--- src/rtl/alu_sequencer.sv ---
// rtl/alu_sequencer.sv - micro-sequencer building AND/SUB/OR/MUL from a 4-op ALU
// Commands run one ALU pass per clock; ALU drive values are registered a cycle ahead.
module alu_sequencer #(
  parameter bit MUL_EN = 1'b1
) (
  input  logic       clk,
  input  logic       rst_n,
  input  logic       cmd_valid,
  output logic       cmd_ready,
  input  logic [2:0] cmd_op,
  input  logic [7:0] cmd_a,
  input  logic [7:0] cmd_b,
  output logic [7:0] alu_x,
  output logic [7:0] alu_y,
  output logic [1:0] alu_op,
  input  logic [7:0] alu_z,
  output logic       res_valid,
  input  logic       res_ready,
  output logic [7:0] res_data,
  output logic       busy
);

  typedef enum logic [1:0] {S_IDLE, S_EXEC, S_DONE} state_t;

  localparam logic [1:0] ALU_ADD  = 2'b00;
  localparam logic [1:0] ALU_NAND = 2'b01;
  localparam logic [1:0] ALU_NOT  = 2'b10;
  localparam logic [1:0] ALU_ZERO = 2'b11;

  state_t      r_state;
  logic [7:0]  r_a, r_b, r_t, r_u, r_r;
  logic [2:0]  r_op;
  logic [3:0]  r_step;

  logic [2:0]  w_cmd_op;
  logic        w_last;
  logic [7:0]  w_t_nxt, w_u_nxt;
  logic [17:0] w_drv_first, w_drv_next;

  function automatic logic [3:0] last_step(input logic [2:0] op);
    case (op)
      3'd3:        last_step = 4'd1;
      3'd4, 3'd5:  last_step = 4'd2;
      3'd6:        last_step = 4'd15;
      default:     last_step = 4'd0;
    endcase
  endfunction

  // Returns {x, y, op} for a given pass of a given command.
  function automatic logic [17:0] pass_drive(input logic [2:0] op, input logic [3:0] step,
                                             input logic [7:0] a, input logic [7:0] b,
                                             input logic [7:0] t, input logic [7:0] u);
    logic [7:0] x, y;
    logic [1:0] f;
    logic [2:0] bit_idx;
    x = 8'd0;
    y = 8'd0;
    f = ALU_ZERO;
    bit_idx = 3'd7 - step[3:1];
    case (op)
      3'd0: begin x = a; y = b; f = ALU_ADD; end
      3'd1: begin x = a; y = b; f = ALU_NAND; end
      3'd2: begin x = a; f = ALU_NOT; end
      3'd3: begin
        if (step == 4'd0) begin x = a; y = b; f = ALU_NAND; end
        else begin x = t; f = ALU_NOT; end
      end
      3'd4: begin
        case (step)
          4'd0:    begin x = b; f = ALU_NOT; end
          4'd1:    begin x = a; y = t; f = ALU_ADD; end
          default: begin x = t; y = 8'd1; f = ALU_ADD; end
        endcase
      end
      3'd5: begin
        case (step)
          4'd0:    begin x = a; f = ALU_NOT; end
          4'd1:    begin x = b; f = ALU_NOT; end
          default: begin x = t; y = u; f = ALU_NAND; end
        endcase
      end
      3'd6: begin
        // MSB-first shift-and-add: even passes double, odd passes add A if B bit set.
        x = t;
        f = ALU_ADD;
        if (step[0]) y = b[bit_idx] ? a : 8'd0;
        else         y = t;
      end
      default: ;
    endcase
    pass_drive = {x, y, f};
  endfunction

  always_comb begin
    w_cmd_op = cmd_op;
    if (cmd_op == 3'd6 && !MUL_EN) w_cmd_op = 3'd7;
    w_last  = (r_step == last_step(r_op));
    w_t_nxt = r_t;
    w_u_nxt = r_u;
    if (!w_last) begin
      if (r_op == 3'd5 && r_step == 4'd1) w_u_nxt = alu_z;
      else                                w_t_nxt = alu_z;
    end
    w_drv_first = pass_drive(w_cmd_op, 4'd0, cmd_a, cmd_b, 8'd0, 8'd0);
    w_drv_next  = pass_drive(r_op, r_step + 4'd1, r_a, r_b, w_t_nxt, w_u_nxt);
  end

  assign res_data = r_r;

  always_ff @(posedge clk or negedge rst_n) begin
    if (!rst_n) begin
      r_state   <= S_IDLE;
      r_a       <= 8'd0;
      r_b       <= 8'd0;
      r_op      <= 3'd0;
      r_t       <= 8'd0;
      r_u       <= 8'd0;
      r_r       <= 8'd0;
      r_step    <= 4'd0;
      cmd_ready <= 1'b1;
      res_valid <= 1'b0;
      busy      <= 1'b0;
      alu_x     <= 8'd0;
      alu_y     <= 8'd0;
      alu_op    <= ALU_ZERO;
    end else begin
      case (r_state)
        S_IDLE: begin
          if (cmd_valid) begin
            r_a                     <= cmd_a;
            r_b                     <= cmd_b;
            r_op                    <= w_cmd_op;
            r_step                  <= 4'd0;
            r_t                     <= 8'd0;
            r_u                     <= 8'd0;
            r_state                 <= S_EXEC;
            cmd_ready               <= 1'b0;
            busy                    <= 1'b1;
            {alu_x, alu_y, alu_op}  <= w_drv_first;
          end
        end
        S_EXEC: begin
          if (w_last) begin
            r_r                     <= alu_z;
            r_state                 <= S_DONE;
            res_valid               <= 1'b1;
            {alu_x, alu_y, alu_op}  <= {8'd0, 8'd0, ALU_ZERO};
          end else begin
            r_t                     <= w_t_nxt;
            r_u                     <= w_u_nxt;
            r_step                  <= r_step + 4'd1;
            {alu_x, alu_y, alu_op}  <= w_drv_next;
          end
        end
        S_DONE: begin
          if (res_ready) begin
            r_state   <= S_IDLE;
            res_valid <= 1'b0;
            cmd_ready <= 1'b1;
            busy      <= 1'b0;
          end
        end
        default: r_state <= S_IDLE;
      endcase
    end
  end

endmodule

--- config.mk ---
export PLATFORM = sky130hd
export DESIGN_NAME = alu_sequencer
export DESIGN_NICKNAME = d
export VERILOG_FILES = /design/src/rtl/alu_sequencer.sv
export SDC_FILE = /design/constraint.sdc
export NUM_CORES = 1
export LEC_CHECK = 0
export BUFFER_PORTS_ARGS = -buffer_cell sky130_fd_sc_hd__buf_4
export CELL_PAD_IN_SITES_DETAIL_PLACEMENT = 0
export CELL_PAD_IN_SITES_GLOBAL_PLACEMENT = 1
export CORE_UTILIZATION = 47
export CTS_CLUSTER_SIZE = 40
export DETAILED_ROUTE_END_ITERATION = 7
export GPL_TIMING_DRIVEN = 0
export PLACE_DENSITY_LB_ADDON = 0.1
export REMOVE_ABC_BUFFERS = 1
export SETUP_SLACK_MARGIN = 0.15
export SLEW_MARGIN = 25
export SYNTH_ARGS = -nofsm -noshare
export SYNTH_HDL_FRONTEND = slang
export SYNTH_SLANG_ARGS = --single-unit
--- constraint.sdc ---
create_clock -name clk -period 5.92 [get_ports clk]
set_clock_uncertainty 0.15 [all_clocks]
set_input_delay 0.296 -clock clk [delete_from_list [all_inputs] [get_ports clk]]
set_output_delay 0.296 -clock clk [all_outputs]
set_load 0.02 [all_outputs]
==> flow_summary_export.csv, run 1 <==
group,metric,value,unit
run_status,status,"finished clean",
sta,setup_violations,0,
clock_network,clk_path_buf_depth,2,
worst_setup_path,reg2reg_from,"r_op[2]",
worst_setup_path,reg2reg_to,"r_u[3]",
logic_synthesis,yosysMostFrequentCell,"dfrtp_1",
worst_setup_path,crit_arrival,3.74,ns
logic_synthesis,netlist_area,4140,µm²
drt,drt_pass1_iterations,5,
final_layout,fin_area,4900,µm²
final_layout,fillers,783,
floorplan,die_area,9190,µm²
floorplan,core.rowCount,33,
worst_setup_path,path_common_cell,"nand2b_1",
power_and_ir_drop,p_total,2.85,mW
grt,antenna_found_initial,0,
worst_setup_path,start_kind,"register",
logic_synthesis,synth.top_cells.by_area,"dfrtp_1 40%, nand2_1 5.6%, mux2i_1 3.9%",
floorplan,ioPinCount,60,
drt,drt-initial-drc-count,242,
logic_synthesis,syn_inst,448,
drt,drtAntennaViolNets,0,
worst_setup_path,worstSetupPathType,"register to register",
hold_path,hold_depth,3,
logic_synthesis,synth-seq-cells,70,
power_and_ir_drop,power.density,582,nW/µm²
logic_synthesis,synth_top_area_cell,"dfrtp_1",
final_layout,drive_above_1_share,22.5,%
drt,dr_total_vias,3720,
place,port_buffers,59,
power_and_ir_drop,ir_worst_vdd,0.224,mV
hold_path,worstHoldStart,"cmd_b[4]",
hold_path,holdPathEnd,"r_b[4]",
sta,final.min_clock_period,3.65,ns
drt,drt-total-wl,11800,µm
logic_synthesis,seq_area_frac_synth,42.4,%
logic_synthesis,syn_avg_cell_area,9.25,µm²
worst_setup_path,max_stage_delay,0.78,ns
logic_synthesis,synth_ff_type,"dfrtp_1",
clock_network,cts_resized,0,
floorplan,coreArea,8380,µm²
clock_network,cts_buffers,9,
grt,grt_pass1_vias,3548,
logic_synthesis,synth_top_area_share,40.5,%
logic_synthesis,synth_commonest_cells,"67 x dfrtp_1, 62 x nand2_1, 30 x o21ai_0, 24 x a21oi_1",
job,drv_cap,0,
place,hpwl,8210,µm
floorplan,start_util,49.4,%
sta,worstMarginPinSlew,0.945,ns
floorplan,die_w,95.9,µm
grt,grt_pass1_wl,18500,µm
clock_network,clkTransAtPathRegs,0.08,ns
worst_setup_path,endpoint_kind,"register",
place,placed_area,4580,µm²
clock_network,htreeDepth,3,
grt,grt_max_degree,71,
drt,routedWlPerCell,19.6,µm
place,gp_congestion,0.888,
clock_network,post_cts_buffers,0,
logic_synthesis,synth-warning-count,0,
sta,relSlewSlack,36.7,%
hold_path,hold_class,"primary input to register",
clock_network,clock_sinks,70,
logic_synthesis,synthArstFlopShare,100,%
clock_network,root_buffer,"clkbuf_8",
worst_setup_path,cp.required,6.01,ns
clock_network,cts_tree,"done",
logic_synthesis,synth_edf_count,0,
clock_network,cts_hold_buf,6,
worst_setup_path,r2r_slack,2.27,ns
drt,via_per_inst,6.17,
clock_network,clk_latency,0.36,ns
sta,rsz0062_at_grt,"false",
final_layout,fin_nets,528,
floorplan,die_h,95.9,µm
worst_setup_path,r2r_cells,6,
sta,timing.final.crit_share,61.7,%
grt,grt_use_total,27.3,%
power_and_ir_drop,p_leak,2.15,nW
sta,fin_tns_setup,0,ns
sta,drv_slew,0,
sta,hold_violations,0,
final_layout,diodes,0,
final_layout,area_growth,18.3,%
worst_setup_path,worst_path_max_delay_cell,"dfrtp_1",
drt,drcViolationCount,0,
worst_setup_path,critPathMaxFanout,20,
grt,grt-ovfl-total,0,
logic_synthesis,synth_cell_types,67,
worst_setup_path,path_cells,"nand2b_1 > o32a_1 > a211oi_2 > nand2b_1 > nor2b_1 > a22o_1",
sta,fmax,0.274,GHz
==> critical path, delay by kind of cell (launching register included) <==
| family | cells | cell delay (ns) |
|---|---|---|
| flops | 1 | 0.78 |
| simple gates | 3 | 1.39 |
| compound gates | 3 | 1.21 |
==> per-layer routing <==
metal | track usage, % | share of wire [%] | up-vias
met2 | 44.6 | 49 | 99
li1 | - | - | 1738
met4 | 10.3 | 2.3 | 0
met5 | 0 | 0 | -
met1 | 36.6 | 45 | 1863
met3 | 4.27 | 3.9 | 20
==> logic make-up (layout without fill, tap and decap cells) <==
kind of cell | Yosys count | in the layout | share of synthesized area [%]
xor+xnor | 5 | 5 | 1.06
compound gates | 157 | 157 | 27.0
simple gates | 126 | 126 | 14.4
flops | 70 | 70 | 42.4
buf+inv | 55 | 105 | 5.80
fa+ha+maj | 4 | 4 | 1.21
mux | 31 | 31 | 8.21
==> stage by stage <==
step / std cells / setup WS (ns) / hold slack, ns / util (%)
finish: 603 / 2.27 / 0.0155 / 58.5
global placement: 578 / 2.27 / 0.305 / 54.4
global route: 603 / 2.09 / 0.0260 / 58.5
floorplan: 414 / 2.88 / -0.150 / -
CTS: 601 / 2.34 / 0.00164 / 58.1
detailed placement: 579 / 2.37 / 0.311 / 54.7
==> state kept, by name, summed over array words and instances (netlist names) <==
| signal | cells |
|---|---|
| r_step | 4 |
| res_data | 8 |
| alu_op | 2 |
| busy | 1 |
| r_state | 2 |
| r_b | 8 |
| alu_x | 8 |
| res_valid | 1 |
| r_t | 8 |
| alu_y | 8 |
| r_op | 3 |
| r_u | 8 |
| r_a | 8 |
| cmd_ready | 1 |
==> report_power, final <==
group	total (mW)	internal (mW)	leakage, nW	switching, mW
combinational	1.49	0.601	1.16	0.893
clock	0.443	0.250	0.113	0.193
sequential	0.914	0.685	0.878	0.229
total	2.85	1.54	2.15	1.32
==> cell type report <==
| cell class | instances | area [µm²] | share of cell area, % |
|---|---|---|---|
| Multi-Input combinational cell | 323 | 2160 | 44.1 |
| Sequential cell | 70 | 1760 | 35.8 |
| Timing Repair Buffer | 68 | 551 | 11.2 |
| Clock buffer | 11 | 141 | 2.88 |
| Tap cell | 105 | 131 | 2.68 |
| Clock inverter | 5 | 82.6 | 1.68 |
| Inverter | 21 | 78.8 | 1.61 |
==> worst max-delay path by stage <==
stage,startpoint,end,slack [ns]
5_1_grt,r_op[2],r_u[3],2.09
3_3_place_gp,r_op[2],alu_y[3],2.27
3_5_place_dp,r_op[2],r_u[3],2.37
4_1_cts,r_op[2],r_u[3],2.34
2_1_floorplan,r_step[0],alu_y[0],2.88
6_report,r_op[2],r_u[3],2.27
==> placed cells by master (no fill, tap or decap), types with 3 or more instances in the layout <==
cell / instances
dfrtp_1: 67
nand2_1: 62
buf_4: 59
o21ai_0: 30
a21oi_1: 24
inv_1: 21
nor2_1: 18
mux2i_1: 16
mux2_2: 14
a22oi_1: 14
a221oi_1: 13
a22o_1: 11
o22ai_1: 11
clkbuf_8: 10
nand3_1: 9
nand2b_1: 7
nor2b_1: 7
o2bb2ai_1: 7
nor3_1: 6
a21o_1: 6
dlygate4sd3_1: 6
o21ai_1: 5
ha_1: 4
xnor2_1: 3
or2_2: 3
a31oi_1: 3
o221ai_1: 3
dfstp_2: 3
Power figures use the tool's default switching activity.
==> inputs of run 2 (changes only) <==
--- a/config.mk
+++ b/config.mk
@@ -5,10 +5,11 @@
 export SDC_FILE = /design/constraint.sdc
 export NUM_CORES = 1
 export LEC_CHECK = 0
+export ABC_AREA = 1
 export BUFFER_PORTS_ARGS = -buffer_cell sky130_fd_sc_hd__buf_4
 export CELL_PAD_IN_SITES_DETAIL_PLACEMENT = 0
 export CELL_PAD_IN_SITES_GLOBAL_PLACEMENT = 1
-export CORE_UTILIZATION = 47
+export CORE_UTILIZATION = 42
 export CTS_CLUSTER_SIZE = 40
 export DETAILED_ROUTE_END_ITERATION = 7
 export GPL_TIMING_DRIVEN = 0
==> constraint.sdc (replaced) <==
create_clock -name clk -period 3.6 [get_ports clk]
set_clock_uncertainty 0.15 [all_clocks]
set_input_delay 0.18 -clock clk [delete_from_list [all_inputs] [get_ports clk]]
set_output_delay 0.18 -clock clk [all_outputs]
set_load 0.02 [all_outputs]
==> flow_summary_export.csv, run 2 <==
group,metric,value,unit
worst_setup_path,reg2reg_to,"alu_y[2]",
sta,worstMarginPinSlew,1.14,ns
worst_setup_path,reg2reg_from,"r_step[0]",
logic_synthesis,synth-warning-count,0,
logic_synthesis,syn_inst,624,
final_layout,area_growth,23.5,%
drt,routedWlPerCell,15.5,µm
worst_setup_path,cp.required,3.73,ns
clock_network,cts_tree,"done",
clock_network,clk_path_buf_depth,2,
clock_network,cts_buffers,9,
clock_network,root_buffer,"clkbuf_8",
logic_synthesis,synth_ff_type,"dfrtp_1",
final_layout,final_util,53.1,%
sta,timing.final.ws_setup,0.668,ns
final_layout,diodes,0,
sta,drv_slew,0,
worst_setup_path,worstSetupPathType,"register to register",
worst_setup_path,max_stage_delay,0.53,ns
run_status,status,"finished clean",
worst_setup_path,r2r_slack,0.67,ns
worst_setup_path,worst-path-buf-inv,1,
place,port_buffers,59,
sta,timing.final.crit_share,81.4,%
worst_setup_path,worst_path_max_delay_cell,"dfrtp_1",
grt,grt_use_total,25.5,%
sta,rsz0062_at_grt,"false",
grt,grt_max_degree,71,
clock_network,htreeDepth,3,
hold_path,hold_class,"primary input to register",
floorplan,core.rowCount,37,
floorplan,ioPinCount,60,
place,placed_area,4930,µm²
drt,drt-total-wl,13000,µm
place,dp_cells,797,
worst_setup_path,start_kind,"register",
power_and_ir_drop,p_leak,2.78,nW
worst_setup_path,r2r_cells,8,
logic_synthesis,synth_cell_types,38,
worst_setup_path,crit_arrival,3.06,ns
final_layout,regArea,1760,µm²
logic_synthesis,syn_avg_cell_area,7.05,µm²
final_layout,fin_area,5440,µm²
logic_synthesis,synth_top_area_share,38.1,%
drt,via_per_inst,5.19,
logic_synthesis,synth_commonest_cells,"206 x nand2_1, 68 x inv_1, 67 x dfrtp_1, 56 x o21ai_0, 43 x nand3_1",
final_layout,instances_no_fill,841,
drt,dr_total_vias,4362,
sta,setup_violations,0,
hold_path,holdPathEnd,"r_op[1]",
floorplan,die_h,104,µm
power_and_ir_drop,ir_worst_vdd,0.463,mV
power_and_ir_drop,power.density,880,nW/µm²
floorplan,die_w,104,µm
worst_setup_path,path_cells,"inv_1 > ha_1 > nand4_1 > o21ai_0 > nand2_1 > nand2_1 > o21ai_1 > a21boi_1",
logic_synthesis,synth_edf_count,0,
worst_setup_path,critPathMaxFanout,11,
floorplan,coreArea,10200,µm²
sta,fmax,0.341,GHz
final_layout,fillers,1015,
final_layout,final_cell_mix,"204 x nand2_1, 68 x inv_1, 67 x dfrtp_1",
logic_synthesis,seq_area_frac_synth,39.9,%
final_layout,drive_above_1_share,18.0,%
final_layout,final_common_cell,"nand2_1",
logic_synthesis,synth_top_area_cell,"dfrtp_1",
sta,final.min_clock_period,2.93,ns
clock_network,clk_latency,0.36,ns
grt,grt_pass1_vias,4173,
sta,relSlewSlack,23.7,%
logic_synthesis,synth.top_cells.by_area,"dfrtp_1 38%, nand2_1 18%, o21ai_0 6.4%",
grt,grt-ovfl-total,0,
hold_path,hold_depth,3,
drt,drtAntennaViolNets,0,
logic_synthesis,netlist_area,4400,µm²
logic_synthesis,synthArstFlopShare,100,%
logic_synthesis,synth-seq-cells,70,
grt,antenna_found_initial,0,
drt,drt-initial-drc-count,280,
drt,drt_pass1_iterations,5,
hold_path,worstHoldStart,"cmd_op[1]",
final_layout,multi_input_area,2280,µm²
final_layout,fin_nets,735,
worst_setup_path,path_common_cell,"nand2_1",
sta,hold_violations,0,
worst_setup_path,endpoint_kind,"register",
place,pre_cts_slack,0.157,ns
clock_network,clock_sinks,70,
clock_network,clkTransAtPathRegs,0.07,ns
logic_synthesis,yosysMostFrequentCell,"nand2_1",
worst_setup_path,path_delay_family,"compound AO/OA/AOI/OAI gates",
place,hpwl,9080,µm
job,drv_cap,0,
floorplan,die_area,10900,µm²
place,gp_congestion,0.913,
sta,fin_hold_ws,0.0259,ns
grt,grt_pass1_wl,21500,µm
floorplan,start_util,43.0,%
drt,drcViolationCount,0,
==> run 2: cell count changes in the layout (fill, tap and decap cells not counted), moves of 11 or more <==
cell	previous run	this run
a21boi_1	0	14
a221oi_1	13	0
a22o_1	11	0
a22oi_1	14	0
dlygate4sd3_1	6	28
inv_1	21	68
mux2_2	14	0
mux2i_1	16	0
nand2_1	62	204
nand3_1	9	42
nand4_1	0	17
o21ai_0	30	56
or2_2	3	15
==> run 2: cell families after synthesis <==
| family | Yosys count | synth area share [%] |
|---|---|---|
| AOI/OAI and AO/OA | 123 | 16.1 |
| xor gates and xnor gates | 2 | 0.569 |
| adders and majority gates | 4 | 1.14 |
| buffers and inverters | 95 | 8.84 |
| DFF | 70 | 39.9 |
| and+or+nand+nor | 330 | 33.5 |
==> run 2: layout make-up <==
type	count	share of cell area [%]
multi-input cells	459	41.9
flip-flops and latches	70	32.3
repair buffers	88	13.8
inverters	72	4.99
well taps	136	3.13
clock buffers	12	2.85
clock inverters	4	1.01
==> run 2: through the flow <==
stage               power, mW  TNS [ns]
floorplan                3.15         0
global placement         4.01     -3.84
detailed placement       4.06         0
CTS                      4.79         0
global route             5.20         0
finish                   4.78         0
==> run 2: worst max-delay path by stage <==
stage	from	endpoint	depth (start not counted)
6_report	r_step[0]	alu_y[2]	8
5_1_grt	r_step[0]	alu_y[5]	10
4_1_cts	r_step[0]	alu_y[2]	11
3_5_place_dp	r_step[0]	alu_y[2]	10
3_3_place_gp	r_state[1]	alu_x[5]	7
2_1_floorplan	r_state[1]	alu_x[1]	7
==> run 2: what timing repair did <==
item / 4_1_cts / 5_1_grt
endpoints found under the hold margin: 101 / 0
hold buffers: 28 / 0
pin swaps: 0 / 0
endpoints found under the setup margin: 4 / 14
resized for setup: 1 / 2
setup buffers: 0 / 0
==> run 2: layer usage <==
metal  up-vias  global-route usage (%)  wire (µm)
li1       2176                       -          -
met1      2053                    34.1       6060
met2       113                    41.0       6090
met3        20                    4.51        618
met4         0                    9.80        276
met5         -                       0          0
==> run 2: tightest hold or removal path, stage by stage <==
cell and delay [ns]:
buf_4 0.09, inv_1 0.07, o21ai_0 0.15
==> run 2: where the power goes <==
part,switching (mW),internal (mW)
Clock,0.320,0.361
Sequential,0.293,1.13
Combinational,1.74,0.939
